--- config.mk ---
export PLATFORM = sky130hd
export DESIGN_NAME = exu_hpm
export DESIGN_NICKNAME = d
export VERILOG_FILES = /design/src/rtl/hpm_pkg.sv /design/src/rtl/hpm_counter.sv /design/src/rtl/exu_hpm.sv
export SDC_FILE = /design/constraint.sdc
export NUM_CORES = 1
export LEC_CHECK = 0
export ABC_CLOCK_PERIOD_IN_PS = 3580
export CORE_ASPECT_RATIO = 1.75
export CORE_MARGIN = 8
export CORE_UTILIZATION = 32
export CTS_CLUSTER_DIAMETER = 100
export DETAILED_ROUTE_END_ITERATION = 6
export PLACE_DENSITY = 0.48
export SYNTH_ARGS = -nofsm -noshare
export SYNTH_HDL_FRONTEND = slang
export SYNTH_SLANG_ARGS = --single-unit
--- constraint.sdc ---
create_clock -name clk -period 3.58 [get_ports clk]
set_input_delay 0.537 -clock clk [delete_from_list [all_inputs] [get_ports clk]]
set_output_delay 0.537 -clock clk [all_outputs]
set_load 0.005 [all_outputs]
--- src/rtl/hpm_pkg.sv ---
// Shared constants and CSR decode helper for the EXU hardware performance monitor.
// Holds the machine-mode HPM CSR base addresses and the mhpmevent field positions.
package hpm_pkg;

  localparam logic [11:0] HPM_CNT_LO_BASE = 12'hB03;
  localparam logic [11:0] HPM_CNT_HI_BASE = 12'hB83;
  localparam logic [11:0] HPM_EVT_BASE    = 12'h323;
  localparam logic [11:0] HPM_INHIBIT     = 12'h320;

  localparam int EVT_SEL_MSB  = 7;
  localparam int EVT_OFIE_BIT = 30;
  localparam int EVT_OF_BIT   = 31;

  typedef enum logic [1:0] {
    HPM_ACC_NONE,
    HPM_ACC_LO,
    HPM_ACC_HI,
    HPM_ACC_EVT
  } hpm_acc_e;

  // Classifies which per-counter register of the given slot a CSR index selects.
  function automatic hpm_acc_e hpm_decode(input logic [11:0] idx, input int unsigned slot);
    logic [11:0] off;
    off = 12'(slot);
    if (idx == HPM_CNT_LO_BASE + off) return HPM_ACC_LO;
    if (idx == HPM_CNT_HI_BASE + off) return HPM_ACC_HI;
    if (idx == HPM_EVT_BASE + off)    return HPM_ACC_EVT;
    return HPM_ACC_NONE;
  endfunction

endpackage

--- src/rtl/hpm_counter.sv ---
// One HPM counter slice: count, event selector, sticky overflow flag and its enable.
// Resolves same-edge software writes against hardware increments and overflow.
module hpm_counter
  import hpm_pkg::*;
#(
  parameter int CNT_W   = 64,
  parameter int NUM_EVT = 8
) (
  input  logic               clk,
  input  logic               rst,
  input  logic               wr_lo_i,
  input  logic               wr_hi_i,
  input  logic               wr_evt_i,
  input  logic [31:0]        wdat_i,
  input  logic [NUM_EVT-1:0] evt_q_i,
  input  logic               inhibit_i,
  output logic [31:0]        cnt_lo_o,
  output logic [31:0]        cnt_hi_o,
  output logic [31:0]        evt_cfg_o,
  output logic               of_irq_o
);

  localparam int SEL_W = EVT_SEL_MSB + 1;

  logic [CNT_W-1:0] cnt_q, cnt_d;
  logic [SEL_W-1:0] sel_q, sel_d;
  logic             of_q, of_d;
  logic             ofie_q, ofie_d;
  logic             inc;
  logic             wrap;

  // Selectors of 0 or beyond NUM_EVT never match any event line.
  always_comb begin
    inc = 1'b0;
    for (int k = 0; k < NUM_EVT; k++) begin
      if (sel_q == SEL_W'(k + 1) && evt_q_i[k]) inc = 1'b1;
    end
    inc = inc & ~inhibit_i;
  end

  always_comb begin
    cnt_d  = cnt_q;
    sel_d  = sel_q;
    of_d   = of_q;
    ofie_d = ofie_q;
    wrap   = 1'b0;
    if (wr_lo_i) begin
      cnt_d[31:0] = wdat_i;
    end else if (wr_hi_i) begin
      // Low half keeps counting; its carry is lost under the high-half write.
      cnt_d[CNT_W-1:32] = wdat_i[CNT_W-33:0];
      if (inc) cnt_d[31:0] = cnt_q[31:0] + 32'd1;
    end else if (inc) begin
      cnt_d = cnt_q + CNT_W'(1);
      wrap  = &cnt_q;
    end
    if (wr_evt_i) begin
      sel_d  = wdat_i[EVT_SEL_MSB:0];
      ofie_d = wdat_i[EVT_OFIE_BIT];
      of_d   = wdat_i[EVT_OF_BIT];
    end
    if (wrap) of_d = 1'b1;
  end

  always_ff @(posedge clk) begin
    if (rst) begin
      cnt_q  <= '0;
      sel_q  <= '0;
      of_q   <= 1'b0;
      ofie_q <= 1'b0;
    end else begin
      cnt_q  <= cnt_d;
      sel_q  <= sel_d;
      of_q   <= of_d;
      ofie_q <= ofie_d;
    end
  end

  always_comb begin
    evt_cfg_o                  = '0;
    evt_cfg_o[EVT_SEL_MSB:0]   = sel_q;
    evt_cfg_o[EVT_OFIE_BIT]    = ofie_q;
    evt_cfg_o[EVT_OF_BIT]      = of_q;
  end

  assign cnt_lo_o = cnt_q[31:0];
  assign cnt_hi_o = 32'(cnt_q[CNT_W-1:32]);
  assign of_irq_o = of_q & ofie_q;

endmodule

--- src/rtl/exu_hpm.sv ---
// Machine-mode HPM bank beside the core CSR unit: decode, event register,
// mcountinhibit, combinational read mux and the registered overflow interrupt.
module exu_hpm
  import hpm_pkg::*;
#(
  parameter int NUM_CNT = 4,
  parameter int CNT_W   = 64,
  parameter int NUM_EVT = 8
) (
  input  logic               clk,
  input  logic               rst,
  input  logic               csr_wen,
  input  logic               csr_ren,
  input  logic [11:0]        csr_idx,
  input  logic [31:0]        csr_wdat,
  output logic [31:0]        csr_rdat,
  output logic               csr_hit,
  input  logic [NUM_EVT-1:0] evt_i,
  output logic               ovf_irq
);

  logic [NUM_EVT-1:0] evt_q;
  logic [NUM_CNT-1:0] inh_q, inh_d;
  logic               ovf_irq_q;
  logic               inh_hit;
  logic [31:0]        rd_mux;

  hpm_acc_e           acc [NUM_CNT];
  logic [NUM_CNT-1:0] wr_lo, wr_hi, wr_evt, of_irq;
  logic [31:0]        cnt_lo  [NUM_CNT];
  logic [31:0]        cnt_hi  [NUM_CNT];
  logic [31:0]        evt_cfg [NUM_CNT];

  // Decode and read mux; hit is independent of the strobes, data gated by ren.
  always_comb begin
    inh_hit = (csr_idx == HPM_INHIBIT);
    csr_hit = inh_hit;
    rd_mux  = inh_hit ? (32'(inh_q) << 3) : 32'd0;
    for (int i = 0; i < NUM_CNT; i++) begin
      acc[i]    = hpm_decode(csr_idx, i);
      wr_lo[i]  = csr_wen && (acc[i] == HPM_ACC_LO);
      wr_hi[i]  = csr_wen && (acc[i] == HPM_ACC_HI);
      wr_evt[i] = csr_wen && (acc[i] == HPM_ACC_EVT);
      case (acc[i])
        HPM_ACC_LO:  begin csr_hit = 1'b1; rd_mux = cnt_lo[i];  end
        HPM_ACC_HI:  begin csr_hit = 1'b1; rd_mux = cnt_hi[i];  end
        HPM_ACC_EVT: begin csr_hit = 1'b1; rd_mux = evt_cfg[i]; end
        default: ;
      endcase
    end
    csr_rdat = csr_ren ? rd_mux : 32'd0;
  end

  always_comb begin
    inh_d = inh_q;
    if (csr_wen && inh_hit) inh_d = csr_wdat[3 +: NUM_CNT];
  end

  always_ff @(posedge clk) begin
    if (rst) begin
      evt_q     <= '0;
      inh_q     <= '0;
      ovf_irq_q <= 1'b0;
    end else begin
      evt_q     <= evt_i;
      inh_q     <= inh_d;
      ovf_irq_q <= |of_irq;
    end
  end

  assign ovf_irq = ovf_irq_q;

  for (genvar i = 0; i < NUM_CNT; i++) begin : g_cnt
    hpm_counter #(
      .CNT_W  (CNT_W),
      .NUM_EVT(NUM_EVT)
    ) u_cnt (
      .clk      (clk),
      .rst      (rst),
      .wr_lo_i  (wr_lo[i]),
      .wr_hi_i  (wr_hi[i]),
      .wr_evt_i (wr_evt[i]),
      .wdat_i   (csr_wdat),
      .evt_q_i  (evt_q),
      .inhibit_i(inh_q[i]),
      .cnt_lo_o (cnt_lo[i]),
      .cnt_hi_o (cnt_hi[i]),
      .evt_cfg_o(evt_cfg[i]),
      .of_irq_o (of_irq[i])
    );
  end

endmodule

==> impl_metrics.py, run 1 <==
metrics = {
    "run_status": {
        "outcome": "finished, violations left",
        "violations": "negative setup slack",
    },
    "detailed_routing": {
        "drtIter0Drc": 1938,
        "routed_via_density": 6.22,
        "drc": 0,
        "wl_microns": 102000,
        "wire_per_inst_microns": 30.0,
        "vias": 21100,
        "drtAntennaViolNets": 0,
        "drtPass1Iterations": 7,
    },
    "power_and_ir_drop": {
        "power.leakage_nw": 7.31,
        "switching_share_pct": 25.1,
        "seq_power_share_pct": 45.2,
        "switchingPower_mw": 1.93,
        "comb_power_share_pct": 5.3,
        "power.density_mw_per_mm2": 322,
        "internal_power_mw": 5.76,
        "clock_power_share_pct": 49.5,
        "totalPowerFinal_mw": 7.69,
        "irDropWorstVdd_v": 0.000289,
    },
    "clocking": {
        "clk_path_buf_depth": 3,
        "cts-buffers-inserted": 36,
        "root_buffer": "clkbuf_16",
        "cts_sinks": 309,
        "insertion_delay_ns": 0.54,
        "cts_tree": "yes",
        "htreeDepth": 2,
        "path_clk_slew_ns": 0.06,
    },
    "timing": {
        "setup_viol": 1,
        "relSlewSlack_pct": 21.0,
        "max_freq_mhz": 274,
        "hold_violations": 0,
        "max_slew.worst_pin.slew_ns": 1.18,
        "tns_ns": -0.0640,
        "fin_skew_ns": 0.0182,
        "fin_crit_sh_pct": 102,
        "whs_ns": 0.473,
        "period_needed_ns": 3.64,
        "slew_violations": 0,
        "fin_ws_ns": -0.0640,
        "rsz0062_at_grt": "true",
    },
    "hold_path": {
        "holdPathEnd": "g_cnt[1].u_cnt.ofie_q",
        "hp-class": "flip-flop to flip-flop",
        "worstHoldPathCells": 2,
        "min-delay-start": "g_cnt[1].u_cnt.ofie_q",
    },
    "synth": {
        "synth_top_flop_cell": "dfxtp_1",
        "synth_area_leaders": "dfxtp_1, a211oi_1, xnor2_1",
        "synthCells": 2444,
        "syn_area_per_cell_sq_um": 7.81,
        "ys_async_sr_fraction_pct": 0,
        "ys_seq_elements": 309,
        "synth_largest_area_cell": "dfxtp_1",
        "synth_top_cell_area_share_pct": 32.4,
        "synth.distinct_cells": 84,
        "syn-cell-area_sq_mm": 0.0191,
        "synth_edf_count": 0,
        "synth_fp_nets": 2504,
        "yosysWarningCount": 0,
        "yosysSeqAreaShare_pct": 32.4,
    },
    "setup_path": {
        "ff2ff_path_depth": 8,
        "critPathKind": "primary input to primary output",
        "timing.rr.start": "g_cnt[3].u_cnt.cnt_q[3]",
        "r2r_end": "g_cnt[3].u_cnt.cnt_q[56]",
        "cp_max_fo": 13,
        "worstSetupStartpointType": "primary input",
        "reg2reg_slack_ns": 0.36,
        "critPathCaptureType": "primary output",
        "critPathArrivalTime_ns": 3.11,
        "worstPathRequired_ns": 3.04,
    },
    "placed_design": {
        "place.port_buffers": 89,
        "hpwl_microns": 76600,
        "placed_cells": 3317,
        "pre_cts_ws_ns": -0.511,
        "gp_congestion": 0.988,
        "place_area_sq_mm": 0.0222,
    },
    "floorplan": {
        "die_y_microns": 339,
        "core_sq_mm": 0.0591,
        "die_area_sq_mm": 0.0681,
        "chipWidth_microns": 201,
        "num_rows": 118,
        "ios": 90,
        "start_util_pct": 32.3,
    },
    "global_route": {
        "grt_pass1_wl_microns": 146000,
        "grt_overflow": 0,
        "antenna_found_initial": 0,
        "grt_max_degree": 111,
        "grt_pass1_vias": 20500,
        "grt_usage_pct": 28.7,
    },
    "layout": {
        "fin_area_sq_mm": 0.0238,
        "nNetsFinal": 2657,
        "nFillCells": 6076,
        "fin_cells": 3400,
        "synthToLayoutAreaGrowth_pct": 24.8,
        "drive_above_1_share_pct": 15.0,
        "fin_util_pct": 40.4,
    },
    "job": {
        "cap_violations": 0,
    },
}
-- power groups by stage --
stage	clock network, mW	registers [mW]	logic [mW]
global route	3.97	3.47	0.418
floorplan	0	3.54	0.148
global placement	0	3.55	0.388
finish	3.81	3.47	0.411
detailed placement	0	3.55	0.389
CTS	3.86	3.47	0.402
-- area by class of cell --
type	instances	area (sq um)	share of cell area [%]
clock inverter	8	118	0.493
sequential	309	6190	25.9
multi-input combinational	1888	12300	51.7
clock buffer	51	1020	4.27
antenna	2	5.00	0.0210
tap	780	976	4.09
timing repair buffer	318	3040	12.7
inverter	44	165	0.693
-- critical path, cell delays in order --
cell and delay [ns]:
clkdlybuf4s50_1 0.45, or4bb_4 0.62, buf_4 0.17, nor2_4 0.15, buf_12 0.17, a22oi_1 0.12
a41oi_2 0.21, buf_4 0.15, clkdlybuf4s50_1 0.52
-- registers in the layout, indices dropped and copies added (netlist names) --
register	cells
evt_q	8
g_cnt.u_cnt.cnt_q	256
g_cnt.u_cnt.of_q	4
g_cnt.u_cnt.ofie_q	4
g_cnt.u_cnt.sel_q	32
inh_q	4
ovf_irq	1
-- metal layers --
metal	GRT usage, %	wire length, microns	up-vias
met3	3.58	6250	376
li1	-	-	9514
met5	0	0	-
met1	30.7	36100	10200
met4	25.7	10900	0
met2	49.1	48700	1032
-- kinds of logic after synthesis --
group | after synthesis | synth area share (%)
AND/OR/NAND/NOR | 1117 | 30.3
AO/OA/AOI/OAI | 542 | 21.3
flip-flops | 309 | 32.4
buffers and inverters | 247 | 5.20
XOR/XNOR | 192 | 8.81
multiplexers | 33 | 1.77
adder cells (fa/ha/maj) | 4 | 0.262
-- worst max-delay path by stage --
stage	from	end	slack, ns	cells after the start
3_5_place_dp	csr_idx[8]	csr_rdat[24]	-0.51	10
6_report	csr_idx[3]	csr_rdat[8]	-0.06	9
5_1_grt	csr_idx[3]	csr_rdat[8]	-0.13	9
4_1_cts	csr_idx[2]	csr_rdat[8]	-0.12	9
3_3_place_gp	csr_idx[3]	csr_rdat[20]	-0.48	11
2_1_floorplan	csr_idx[10]	csr_rdat[11]	0.37	8
-- placed cells by master (no fill, tap or decap), types with 37 or more instances in the layout --
cell type,synthesis,routed
inv_1,43,43
a21oi_1,47,45
nand3_1,129,129
nor3_1,109,104
nand4_1,87,87
a211oi_1,204,204
nand2_1,157,149
clkbuf_16,0,37
a22oi_1,76,73
nor2_1,350,344
clkdlybuf4s50_1,0,47
xnor2_1,163,163
dfxtp_1,309,309
buf_4,1,188
nor4_1,84,82
-- synth_stat cells (7+ instances only) --
| library cell | count |
|---|---|
| or3_1 | 31 |
| or4_1 | 23 |
| xnor2_1 | 163 |
| a211oi_1 | 204 |
| a31oi_1 | 21 |
| o31ai_1 | 11 |
| a41oi_1 | 7 |
| inv_1 | 43 |
| and3_1 | 34 |
| a222oi_1 | 12 |
| a21oi_1 | 47 |
| o21ai_0 | 34 |
| nor4_2 | 19 |
| a221oi_1 | 22 |
| dfxtp_1 | 309 |
| xor2_1 | 29 |
| buf_2 | 10 |
| nand4_1 | 87 |
| clkbuf_2 | 22 |
| a311oi_1 | 32 |
| and2_1 | 7 |
| nor2b_1 | 9 |
| clkbuf_1 | 163 |
| nand3_1 | 129 |
| a22oi_1 | 76 |
| nand2_1 | 157 |
| a22o_1 | 19 |
| mux2i_1 | 27 |
| nor4_1 | 84 |
| nor2_1 | 350 |
| nor3_1 | 109 |
| and4_1 | 22 |
-- timing repair --
action / in CTS / in global routing
setup buffers: 19 / 1
pin swaps: 26 / 6
gates resized for setup: 108 / 11
setup endpoints to repair: 33 / 12
hold buffers: 0 / 0
gates cloned: 2 / 0
(Power assumes the default switching activity.)
==> run 2, diff against run 1 <==
- ABC_AREA: unset -> 1
- PLACE_DENSITY: 0.48 -> 0.47
==> run 2 against run 1 <==
Compared with the run above:
- the flow still finishes with violations (negative setup slack)
- critical path depth up 5
- die area up 33%
- via count up 58%
- cell count up 78%
- highest routed layer is now met5
==> impl_metrics.py, run 2 <==
metrics = {
    "timing": {
        "rsz0062_at_grt": "true",
        "relSlewSlack_pct": 30.8,
        "fin_ws_ns": -0.134,
        "max_freq_mhz": 269,
        "fin_crit_sh_pct": 104,
        "slew_violations": 0,
        "hold_violations": 0,
        "period_needed_ns": 3.71,
        "max_slew.worst_pin.slew_ns": 1.04,
        "fin_skew_ns": 0.0173,
        "whs_ns": 0.193,
        "setup_viol": 1,
    },
    "clocking": {
        "cts-buffers-inserted": 39,
        "cts_tree": "yes",
        "htreeDepth": 2,
        "insertion_delay_ns": 0.60,
        "clk_path_buf_depth": 3,
        "cts_hold_buf": 0,
        "cts_sinks": 309,
        "root_buffer": "clkbuf_16",
        "path_clk_slew_ns": 0.06,
    },
    "placed_design": {
        "hpwl_microns": 137000,
        "place.port_buffers": 89,
        "placed_cells": 5965,
        "gp_congestion": 1.07,
        "place_area_sq_mm": 0.0294,
    },
    "layout": {
        "fin_cells": 6063,
        "fin_area_sq_mm": 0.0315,
        "fin_util_pct": 39.1,
        "seqCellArea_sq_mm": 0.00619,
        "drive_above_1_share_pct": 9.82,
        "nFillCells": 9267,
        "reg.largest.list": "g_cnt.u_cnt.cnt_q (256), g_cnt.u_cnt.sel_q (32), evt_q (8)",
        "regMostFlops": "g_cnt.u_cnt.cnt_q",
        "synthToLayoutAreaGrowth_pct": 21.4,
        "final_common_cell": "nand2_1",
        "largest_reg_flops": 256,
        "mostFrequentLayoutCells": "nand2_1, nor2_1, nand3_1",
        "nNetsFinal": 5039,
        "multi_input_area_sq_mm": 0.0173,
    },
    "setup_path": {
        "critPathKind": "primary input to primary output",
        "worstSetupStartpointType": "primary input",
        "critPathArrivalTime_ns": 3.18,
        "worstPathRequired_ns": 3.04,
        "critPathCaptureType": "primary output",
        "cp_max_fo": 10,
    },
    "global_route": {
        "grt_max_degree": 133,
        "antenna_found_initial": 10,
        "grt_pass1_vias": 32500,
        "grt_usage_pct": 36.0,
        "grt_pass1_wl_microns": 234000,
        "grt_overflow": 0,
    },
    "floorplan": {
        "num_rows": 138,
        "die_y_microns": 393,
        "chipWidth_microns": 231,
        "ios": 90,
        "die_area_sq_mm": 0.0908,
        "core_sq_mm": 0.0806,
        "start_util_pct": 32.2,
    },
    "synth": {
        "synth_top_cell_area_share_pct": 23.8,
        "yosysWarningCount": 0,
        "synth.distinct_cells": 48,
        "ys_seq_elements": 309,
        "syn-cell-area_sq_mm": 0.0259,
        "synth_area_leaders": "dfxtp_1, nand2_1, nand3_1",
        "synthCells": 4775,
        "yosysSeqAreaShare_pct": 23.8,
        "yosysMostFrequentCell": "nand2_1",
        "synth_largest_area_cell": "dfxtp_1",
        "syn_area_per_cell_sq_um": 5.43,
        "synth_top_flop_cell": "dfxtp_1",
        "synth_fp_nets": 4835,
        "ys_async_sr_fraction_pct": 0,
        "synthTopCellsByCount": "nand2_1, nor2_1, nand3_1",
        "synth_edf_count": 0,
    },
    "detailed_routing": {
        "drc": 0,
        "vias": 33400,
        "drtPass1Iterations": 6,
        "drtAntennaViolNets": 0,
        "wl_microns": 169000,
        "routed_via_density": 5.51,
        "wire_per_inst_microns": 27.9,
        "drtIter0Drc": 2852,
    },
    "power_and_ir_drop": {
        "comb_power_share_pct": 6.2,
        "power.leakage_nw": 12.0,
        "switching_share_pct": 26.3,
        "switchingPower_mw": 2.28,
        "power.density_mw_per_mm2": 276,
        "internal_power_mw": 6.41,
        "totalPowerFinal_mw": 8.69,
        "clock_power_share_pct": 54.1,
        "irDropWorstVdd_v": 0.000379,
        "seq_power_share_pct": 39.7,
    },
    "hold_path": {
        "hp-class": "primary input to flip-flop",
    },
    "run_status": {
        "violations": "negative setup slack",
        "outcome": "finished, violations left",
    },
    "job": {
        "cap_violations": 0,
    },
}
[run 2: cell types whose count changed in the layout (fill, tap and decap cells not counted), sizes merged, moves of 137 or more]
cell | previous run | this run
a211oi | 207 | 11
a21oi | 47 | 288
inv | 43 | 524
nand2 | 157 | 1525
nand3 | 130 | 642
nor2 | 351 | 713
o21ai | 35 | 187
xnor2 | 163 | 26
[run 2: worst paths after layout]
| kind | startpoint | to | slack (ns) | cells past startpoint |
|---|---|---|---|---|
| setup / recovery | csr_idx[7] | csr_rdat[28] | -0.13 | 14 |
| hold reg to reg | g_cnt[1].u_cnt.sel_q[5] | g_cnt[1].u_cnt.sel_q[5] | 0.49 | 2 |
| hold / removal | rst | evt_q[1] | 0.19 | 2 |
| setup reg to reg | g_cnt[3].u_cnt.cnt_q[0] | g_cnt[3].u_cnt.of_q | 0.47 | 11 |
[run 2: metal layers]
metal	GRT usage, %	part of all wire, %
met5	0	0.046
met4	38.4	13
met3	5.86	5.7
met2	62.2	48
met1	35.0	33
[run 2: repair_timing]
| item | CTS | global route |
|---|---|---|
| cloned | 2 | 0 |
| setup endpoints to repair | 33 | 18 |
| setup buffers | 14 | 8 |
| pin swaps | 25 | 19 |
| gates resized for setup | 146 | 38 |
[run 2: worst max-delay path: stages]
cell,delay (ns)
clkdlybuf4s50_1,0.50
nor2_2,0.06
nand2_2,0.13
nor2_1,0.06
buf_4,0.15
buf_12,0.13
nand2_2,0.08
nand3_4,0.11
buf_8,0.15
bufbuf_16,0.27
o211ai_1,0.11
nand2_2,0.17
a21oi_2,0.18
clkdlybuf4s50_1,0.51
[run 2: cell type report]
cell class,instances,area share [%]
repair buffers,356,10.3
inverters,529,6.36
diodes,4,0.0318
clock buffers,55,3.65
clock inverters,16,0.957
multi-input cells,3744,54.9
well taps,1050,4.17
flip-flops and latches,309,19.6
[run 2: logic make-up (layout without fill, tap and decap cells)]
group                    after synthesis  after routing  share of synthesized area [%]
flip-flops                           309            309                           23.8
AO/OA/AOI/OAI                        571            571                           11.9
adder cells (fa/ha/maj)                4              4                          0.193
AND/OR/NAND/NOR                     3094           3094                           50.5
XOR/XNOR                              75             75                           2.53
other                                  0              4                              0
buffers and inverters                722            956                           11.0
[run 2: metrics by stage]
step | TNS, ns | setup slack, ns
2_1_floorplan | 0 | 1.04
3_3_place_gp | -8.01 | -0.315
3_5_place_dp | -7.95 | -0.326
4_1_cts | -0.353 | -0.132
5_1_grt | -0.839 | -0.190
6_report | -0.134 | -0.134
[run 2: power groups by stage]
stage          Sequential [mW]  Clock (mW)  Combinational, mW
6_report                  3.45        4.70              0.537
3_3_place_gp              3.53           0              0.512
4_1_cts                   3.45        4.78              0.522
5_1_grt                   3.45        4.88              0.542
3_5_place_dp              3.53           0              0.510
2_1_floorplan             3.52           0              0.136
==> run 3, diff against run 2 <==
- ABC_CLOCK_PERIOD_IN_PS: 3580 -> 4810
- SETUP_SLACK_MARGIN: unset -> 0.05
- clock period: 3.58 -> 4.81 ns (I/O delays scaled with it)
==> run 3 against run 2 <==
Compared with the run above:
- the flow now finishes without violations
- critical path depth unchanged
- largest cell class unchanged
- sequential cell count unchanged
- worst setup slack improved by 0.33 ns
- total power decreased by 29%
- global-route usage decreased by 0.46 points
- register-to-register slack improved by 0.92 ns
==> impl_metrics.py, run 3 (synthesis results as in run 2) <==
metrics = {
    "timing": {
        "hold_violations": 0,
        "fin_ws_ns": 0.192,
        "whs_ns": 0.478,
        "tns_ns": 0,
        "rsz0062_at_grt": "false",
        "fin_skew_ns": 0.0149,
        "max_slew.worst_pin.slew_ns": 1.15,
        "relSlewSlack_pct": 23.5,
        "setup_viol": 0,
        "period_needed_ns": 4.62,
        "fin_crit_sh_pct": 96.0,
        "max_freq_mhz": 217,
        "slew_violations": 0,
    },
    "detailed_routing": {
        "wl_met2_microns": 79600,
        "drc": 0,
        "wl_microns": 167000,
        "vias": 32700,
        "wl_met3_microns": 9480,
        "wire_per_inst_microns": 28.3,
        "drtIter0Drc": 2731,
        "top_layer_used": "met5",
        "routedLengthMet1_microns": 57400,
        "routed_via_density": 5.55,
        "drtAntennaViolNets": 0,
        "drtPass1Iterations": 6,
    },
    "clocking": {
        "htreeDepth": 2,
        "root_buffer": "clkbuf_16",
        "cts_tree": "yes",
        "clk_path_buf_depth": 3,
        "cts_hold_buf": 0,
        "ctsResizeCount": 0,
        "postCtsSetupBuffers": 0,
        "path_clk_slew_ns": 0.06,
        "cts-buffers-inserted": 38,
        "insertion_delay_ns": 0.61,
        "cts_sinks": 309,
    },
    "setup_path": {
        "worstPathRequired_ns": 4.09,
        "reg2reg_slack_ns": 1.39,
        "timing.rr.start": "g_cnt[0].u_cnt.sel_q[1]",
        "critPathKind": "primary input to primary output",
        "critPathCaptureType": "primary output",
        "worstSetupStartpointType": "primary input",
        "critPathArrivalTime_ns": 3.90,
        "ff2ff_path_depth": 10,
        "r2r_end": "g_cnt[0].u_cnt.cnt_q[38]",
        "cp_max_fo": 31,
    },
    "layout": {
        "seqCellArea_sq_mm": 0.00619,
        "multi_input_area_sq_mm": 0.0169,
        "synthToLayoutAreaGrowth_pct": 13.2,
        "nNetsFinal": 4861,
        "mostFrequentLayoutCells": "nand2_1, nor2_1, nand3_1",
        "final_common_cell": "nand2_1",
        "drive_above_1_share_pct": 4.43,
        "nFillCells": 9445,
        "largest_reg_flops": 256,
        "regMostFlops": "g_cnt.u_cnt.cnt_q",
        "reg.largest.list": "g_cnt.u_cnt.cnt_q (256), g_cnt.u_cnt.sel_q (32), evt_q (8)",
    },
    "global_route": {
        "grt_pass1_vias": 31400,
        "grt_max_degree": 139,
        "antenna_found_initial": 12,
        "grt_pass1_wl_microns": 231000,
        "grt_overflow": 0,
        "grt_usage_pct": 35.6,
    },
    "hold_path": {
        "hp-class": "flip-flop to flip-flop",
        "holdPathEnd": "g_cnt[0].u_cnt.sel_q[7]",
        "min-delay-start": "g_cnt[0].u_cnt.sel_q[7]",
        "worstHoldPathCells": 2,
    },
    "floorplan": {
        "num_rows": 138,
        "start_util_pct": 32.2,
        "chipWidth_microns": 231,
        "core_sq_mm": 0.0806,
        "ios": 90,
        "die_area_sq_mm": 0.0908,
        "die_y_microns": 393,
    },
    "job": {
        "cap_violations": 0,
    },
    "power_and_ir_drop": {
        "irDropWorstVdd_v": 0.000260,
        "power.leakage_nw": 10.7,
        "power.density_mw_per_mm2": 210,
    },
    "run_status": {
        "outcome": "finished, final reports clean",
    },
    "placed_design": {
        "place.port_buffers": 89,
        "hpwl_microns": 131000,
        "pre_cts_ws_ns": 0.296,
        "gp_congestion": 1.07,
    },
}
run 3: cell count changes in the layout (fill, tap and decap cells not counted), moves of 23 or more:
cell	previous run	this run
a21oi_1	264	287
a21oi_2	24	1
buf_4	229	86
clkdlybuf4s50_1	49	87
dlygate4sd2_1	25	0
nand2_1	1479	1512
nand2_2	40	8
run 3: area by class of cell:
type	instances	area share (%)
Multi-Input combinational cell	3744	57.6
Timing Repair Buffer	179	5.50
Inverter	529	6.77
Clock buffer	54	3.93
Tap cell	1050	4.47
Sequential cell	309	21.1
Clock inverter	13	0.537
Antenna cell	11	0.0937
run 3: power by group:
group	total [mW]	internal [mW]	switching, mW
combinational	0.367	0.0780	0.289
clock	3.22	1.84	1.39
sequential	2.57	2.56	0.00654
run 3: worst max path at each step:
stage,to,cells after the start,startpoint
after global placement,csr_rdat[4],14,csr_idx[11]
after CTS,csr_rdat[4],14,csr_idx[11]
after global routing,csr_rdat[5],15,csr_idx[8]
after floorplan,csr_rdat[20],12,csr_idx[5]
after detailed placement,csr_rdat[4],14,csr_idx[11]
final,csr_rdat[4],14,csr_idx[11]
run 3: per-stage QoR:
stage | power (mW) | util (%) | instances | area (sq um)
after floorplan | 2.72 | - | 4775 | 25900
after global placement | 2.98 | 34.8 | 5811 | 28000
after detailed placement | 2.98 | 34.8 | 5811 | 28000
after CTS | 6.19 | 36.4 | 5878 | 29300
after global routing | 6.27 | 36.4 | 5885 | 29400
final | 6.16 | 36.4 | 5889 | 29400
run 3: critical path, cell delays in order:
cell and delay (ns):
clkdlybuf4s50_1 0.53, inv_2 0.07, nor3_4 0.42, nand3_2 0.28, nor2_2 0.15, buf_4 0.32
nand2_1 0.09, nand2_1 0.07, nor2_1 0.12, nand2_1 0.11, nand2_1 0.08, a21oi_1 0.24
buf_4 0.19, clkdlybuf4s50_1 0.51
run 3: routing by layer:
layer	GRT usage, %	vias to the layer above
li1	-	15500
met1	35.7	15400
met2	61.3	1264
met3	5.84	524
met4	35.2	2
met5	0	-
